$ cat config.mk
export PLATFORM = sky130hd
export DESIGN_NAME = instruction_fetch_unit
export DESIGN_NICKNAME = d
export VERILOG_FILES = /design/src/rtl/instruction_fetch_unit.sv
export SDC_FILE = /design/constraint.sdc
export NUM_CORES = 1
export LEC_CHECK = 0
export ABC_CLOCK_PERIOD_IN_PS = 1990
export BUFFER_PORTS_ARGS = -buffer_cell sky130_fd_sc_hd__buf_2
export CAP_MARGIN = 20
export CORE_MARGIN = 2
export CORE_UTILIZATION = 45
export CTS_CLUSTER_SIZE = 14
export DETAILED_ROUTE_END_ITERATION = 10
export GPL_TIMING_DRIVEN = 0
export PLACE_DENSITY = 0.73
export SETUP_SLACK_MARGIN = 0.4
export SYNTH_ARGS = -nofsm -noshare
export SYNTH_HDL_FRONTEND = slang
export SYNTH_SLANG_ARGS = --single-unit
$ cat constraint.sdc
create_clock -name clk -period 1.99 [get_ports clk]
set_input_delay 0.199 -clock clk [delete_from_list [all_inputs] [get_ports clk]]
set_output_delay 0.199 -clock clk [all_outputs]
set_load 0.03 [all_outputs]
$ cat src/rtl/instruction_fetch_unit.sv
// Instruction fetch front end: owns the PC, drives instruction memory and
// registers the returned word into a valid-tagged IF/ID buffer.
module instruction_fetch_unit #(
  parameter logic [15:0] RESET_PC  = 16'h0000,
  parameter logic [15:0] HALT_WORD = 16'h0000
) (
  input  logic        clk,
  input  logic        rst,
  input  logic        if_stall,
  input  logic        if_branch_taken,
  input  logic [15:0] if_branch_target,
  output logic [15:0] if_from_pc,
  input  logic [15:0] if_instruction,
  output logic [15:0] id_instruction,
  output logic [15:0] id_pc,
  output logic [15:0] id_pc_plus2,
  output logic        id_valid,
  output logic        if_halted,
  output logic [15:0] if_fetch_count
);

  typedef enum logic {S_FETCH, S_HALT} state_t;

  state_t      state_q;
  logic [15:0] pc_q;
  logic [15:0] instr_q;
  logic [15:0] id_pc_q;
  logic [15:0] id_pc2_q;
  logic        valid_q;
  logic        halted_q;
  logic [15:0] cnt_q;
  logic [15:0] pc_plus2;

  function automatic logic [15:0] sat_inc(input logic [15:0] v);
    return (v == 16'hFFFF) ? v : v + 16'd1;
  endfunction

  // Plain 16-bit add: FFFE wraps to 0000.
  assign pc_plus2 = pc_q + 16'd2;

  always_ff @(posedge clk) begin
    if (rst) begin
      state_q  <= S_FETCH;
      pc_q     <= RESET_PC;
      instr_q  <= 16'h0000;
      id_pc_q  <= 16'h0000;
      id_pc2_q <= 16'h0000;
      valid_q  <= 1'b0;
      halted_q <= 1'b0;
      cnt_q    <= 16'h0000;
    end else if (if_branch_taken) begin
      // Redirect wins over stall; id_pc/id_pc_plus2 keep their old values.
      state_q  <= S_FETCH;
      pc_q     <= {if_branch_target[15:1], 1'b0};
      instr_q  <= 16'h0000;
      valid_q  <= 1'b0;
      halted_q <= 1'b0;
    end else if (!if_stall) begin
      case (state_q)
        S_FETCH: begin
          instr_q  <= if_instruction;
          id_pc_q  <= pc_q;
          id_pc2_q <= pc_plus2;
          valid_q  <= 1'b1;
          cnt_q    <= sat_inc(cnt_q);
          if (if_instruction == HALT_WORD) begin
            state_q  <= S_HALT;
            halted_q <= 1'b1;
          end else begin
            pc_q <= pc_plus2;
          end
        end
        default: begin
          instr_q <= 16'h0000;
          valid_q <= 1'b0;
        end
      endcase
    end
  end

  assign if_from_pc     = pc_q;
  assign id_instruction = instr_q;
  assign id_pc          = id_pc_q;
  assign id_pc_plus2    = id_pc2_q;
  assign id_valid       = valid_q;
  assign if_halted      = halted_q;
  assign if_fetch_count = cnt_q;

endmodule

# Word-level counts from Yosys, hierarchy flattened
# Index checks and enable logic that the tools add are counted.
# W data, S select, Z words.
[totals] regBits=83 input_bits=36 out_inout_bits=82 wordCells=35
[op_classes] addsub=2 eq_ne=4 n_mux=8 bitwise_logic=5 reduce_logical=7
[op_table] operator="$mux W16" n=5
[op_table] operator="$add A16 B1 Y16 const B" n=1
[op_table] operator="$add A16 B2 Y16 const B" n=1
[op_table] operator="$eq A16 B16 Y1 const B" n=1
[op_table] operator="$logic_not A16 Y1" n=1
[op_table] operator="$reduce_and A3 Y1" n=4
[op_table] operator="$not A1 Y1" n=5
[op_table] operator="$ne A2 B2 Y1 const B" n=2
[op_table] operator="$reduce_and A4 Y1" n=1
[op_table] operator="$mux W1" n=3
[op_table] operator="$ne A2 B1 Y1 const B" n=1
[op_table] operator="$reduce_or A2 Y1" n=1

# Depth between registers and ports, before layout
[depth] depth_word=5 ltp_mapped=6 mapped_depth_nobuf=5

# Worst setup path before layout
# No wires, ideal clock.
[synth_timing] path_kind="register to register" from="register cnt_q[4], in the netlist if_fetch_count[4]" to="register cnt_q[13], in the netlist if_fetch_count[13]" setup_time_ns=0.121 arrival_ns=1.919 required_time_ns=1.869 setup_slack_ns=-0.050 stages_incl_launch_ff=6 path_buffers=1 period_less_slack_ns=2.040 cell_sequence="dfxtp_1 nand4_1 or2_2 clkbuf_1 nor4_1 mux2_2"
[synth_between] elab_chain_cells=3 word_cells_on_any_way=4 cone_classes="1 x add/sub; 1 x eq/ne; 1 x bitwise; 1 x reduce/logical"
[synth_lines] element="start, declared" line="31" text="logic [15:0] cnt_q;"
[synth_lines] element="start signal, assigned" line="65" text="cnt_q <= sat_inc(cnt_q);"
[synth_lines] element="branches (longest 3 deep; another with $add A16 B1 Y16)"
# Several ways; the timed one is not identified.
# A chain may end at the register's enable or synchronous reset.

# Final worst setup path
[layout_timing] from="register state_q" to="register cnt_q[5], in the netlist if_fetch_count[5]"
[layout_between] elab_chain_cells=2
[layout_lines] element="start, declared" line="24" text="state_t state_q;"
[layout_lines] element="start signal, assigned" line="43" text="state_q <= S_FETCH;"
[layout_lines] element="start signal, assigned" line="53" text="state_q <= S_FETCH;"
[layout_lines] element="start signal, assigned" line="67" text="state_q <= S_HALT;"
[layout_lines] element="$not A1 Y1 (no line)"
[layout_lines] element="$reduce_and A4 Y1 (no line)"
# Every way passes these cells.

==> results_dict.tcl <==
set metrics [dict create \
    synth_area_um2 3580 \
    cts-buffers-inserted 9 \
    drtPass1Iterations 5 \
    core-area_um2 7730 \
    max-vdd-ir-drop_v 0.000378 \
    initial_core_util 0.463 \
    gp_congestion 0.893 \
    setup_viol 0 \
    fp.dieH_um 93.1 \
    r2r_start "state_q" \
    holdPathStages 3 \
    period_share 0.841 \
    netlist.area_leader.share 0.448 \
    wirelength_mm 11.1 \
    hold_viol 0 \
    slew_viol_final 0 \
    pre_cts_ws_ns 0.0172 \
    grt_pass1_wl_mm 17.2 \
    avgSynthCellArea_um2 8.51 \
    die_w_um 93.1 \
    min_period_ns 1.67 \
    worst_r2r_path_depth 5 \
    syn2layout_area_growth_pct 48.0 \
    hp-class "input port to flop" \
    slew-limit-headroom 0.543 \
    r2r_slack_ns 0.32 \
    yosys.area.top_type "dfxtp_1" \
    status "finished clean" \
    num_io_pins 118 \
    wl_per_cell_um 16.1 \
    required_ns 2.27 \
    postCtsHoldBufs 0 \
    finish.instance_area_um2 5290 \
    netlist_top_cells_count "80 x dfxtp_1, 52 x nor2_1, 44 x nand2_1, 26 x a211oi_1, 26 x a21oi_1" \
    synth_edf_count 0 \
    r2r-end "if_fetch_count[5]" \
    yosysSeqAreaShare 0.448 \
    fin_nets 622 \
    clk_path_buf_depth 2 \
    via_per_inst 5.58 \
    worstPathArrival_ns 1.95 \
    min-delay-start "if_branch_target[6]" \
    rsz0062_at_grt "true" \
    core.rowCount 32 \
    drt_iter0_drc 274 \
    htreeDepth 3 \
    drive_gt1_frac 0.445 \
    antenna_found_initial 0 \
    start_kind "flop" \
    p_leak_nw 2.17 \
    fin_ws_ns 0.316 \
    clock_latency_ns 0.35 \
    grt_pass1_vias 3430 \
    maxCapViolCount 0 \
    tightest_slew_ns 0.679 \
    grt_max_degree 14 \
    vias 3857 \
    die_area_um2 8680 \
    min_to "if_from_pc[6]" \
    ys_types 46 \
    hold_ws_ns 0.102 \
    end_kind "flop" \
    timing.fmax_mhz 597 \
    diodes 0 \
    path_max_fanout 4 \
    drc 0 \
    tns_ns 0 \
    cts_tree "done" \
    placed_area_um2 4420 \
    synth_ff_type "dfxtp_1" \
    overflow 0 \
    numPortBuffers 113 \
    dpl.hpwl_mm 7.46 \
    p_per_area_nw_per_um2 678 \
    grt_usage 0.248 \
    fin_worst_skew_ns 0.00941 \
    ys_ff_latch 80 \
    ant_nets 0 \
    syn_inst 420 \
    ys_warn_count 0 \
    cts-root-buf "clkbuf_8" \
    synth_most_common_cell "dfxtp_1" \
    crit_type "flop to flop" \
    cts.sinks 80 \
    async_reset_ff_frac 0 \
    synth_area_leaders "dfxtp_1 45%, a211oi_1 5.5%, nor2_1 5.5%" \
    clk_pin_slew_ns 0.08 \
]
## final cells by class
type | count | area [um2]
plain buffers | 32 | 204
clock buffers | 14 | 206
clock inverters | 2 | 12.5
fillers | 620 | 2440
inverters | 9 | 33.8
multi-input cells | 301 | 2140
flip-flops and latches | 80 | 1680
well taps | 102 | 128
repair buffers | 151 | 891
## per-stage QoR
step / total power, W / instances / utilization
after floorplan: 0.00207 / 422 / -
after detailed placement: 0.00225 / 637 / 0.572
after global placement: 0.00225 / 637 / 0.572
final: 0.00359 / 691 / 0.685
after global routing: 0.00372 / 691 / 0.685
after CTS: 0.00355 / 672 / 0.644
## registers in the layout, indices dropped and copies added (netlist names)
name            flops
id_pc              15
id_instruction     16
if_fetch_count     16
id_valid            1
if_from_pc         15
if_halted           1
state_q             1
id_pc_plus2        15
## repair_timing
action                                  CTS  global route
setup buffers                            19            19
pin swaps                                12            27
endpoints found under the setup margin   54            48
resized for setup                        36            48
## metal layers
| layer | track usage | up-vias | wire length (um) |
|---|---|---|---|
| met5 | 0 | - | 0 |
| met4 | 0.113 | 0 | 277 |
| met3 | 0.0427 | 24 | 766 |
| met2 | 0.389 | 164 | 5220 |
| met1 | 0.334 | 1820 | 4840 |
| li1 | - | 1849 | - |
## placed cells by master (no fill, tap or decap), types with 3 or more instances in the layout
cell,count
buf_2,117
dfxtp_1,54
nor2_1,50
nand2_1,42
buf_4,36
a211oi_1,24
a21oi_1,24
clkbuf_1,17
dfxtp_4,17
a22oi_1,16
nor2b_1,11
clkbuf_8,10
nand3_1,10
xnor2_1,10
inv_1,9
dfxtp_2,9
buf_6,7
nand4_1,6
nor4_4,6
or3_1,5
mux2_4,5
o21ai_1,5
or4_4,5
nand3_2,4
o31ai_1,4
nor3_1,4
nor4_1,4
o21ai_0,3
nand3_4,3
a311oi_2,3
or4_1,3
xor2_1,3
a32oi_1,3
nor4_2,3
conb_1,3
clkbuf_16,3
## where the power goes
part	leakage (nW)	total [W]	internal [W]	switching (W)
sequential	0.670	0.00171	0.00165	0.0000638
clock	0.113	0.00130	0.000686	0.000614
combinational	1.39	0.000577	0.000212	0.000365
total	2.17	0.00359	0.00255	0.00104
## worst max path at each step
stage / startpoint / to / slack [ns] / cells past startpoint
2_1_floorplan: if_fetch_count[4] / if_fetch_count[13] / 0.25 / 5
3_3_place_gp: if_instruction[11] / if_from_pc[9] / 0.05 / 5
3_5_place_dp: if_instruction[11] / if_from_pc[4] / 0.02 / 5
4_1_cts: if_fetch_count[1] / if_fetch_count[9] / 0.39 / 6
5_1_grt: state_q / if_fetch_count[15] / 0.25 / 5
6_report: state_q / if_fetch_count[5] / 0.32 / 5
## critical path: stages, from the launching register on
cell,delay [ns]
dfxtp_4,0.37
nor3_4,0.28
nand3_4,0.15
buf_12,0.16
or4_1,0.51
a21oi_1,0.13
## logic make-up after synthesis
logic type	Yosys count	share of synthesized area
multiplexers	7	0.0217
other	1	0.00105
buffers and inverters	41	0.0469
XOR/XNOR	13	0.0318
flip-flops	80	0.448
AO/OA/AOI/OAI	103	0.207
AND/OR/NAND/NOR	173	0.236
adder cells (fa/ha/maj)	2	0.00700
Power figures use the tool's default switching activity.
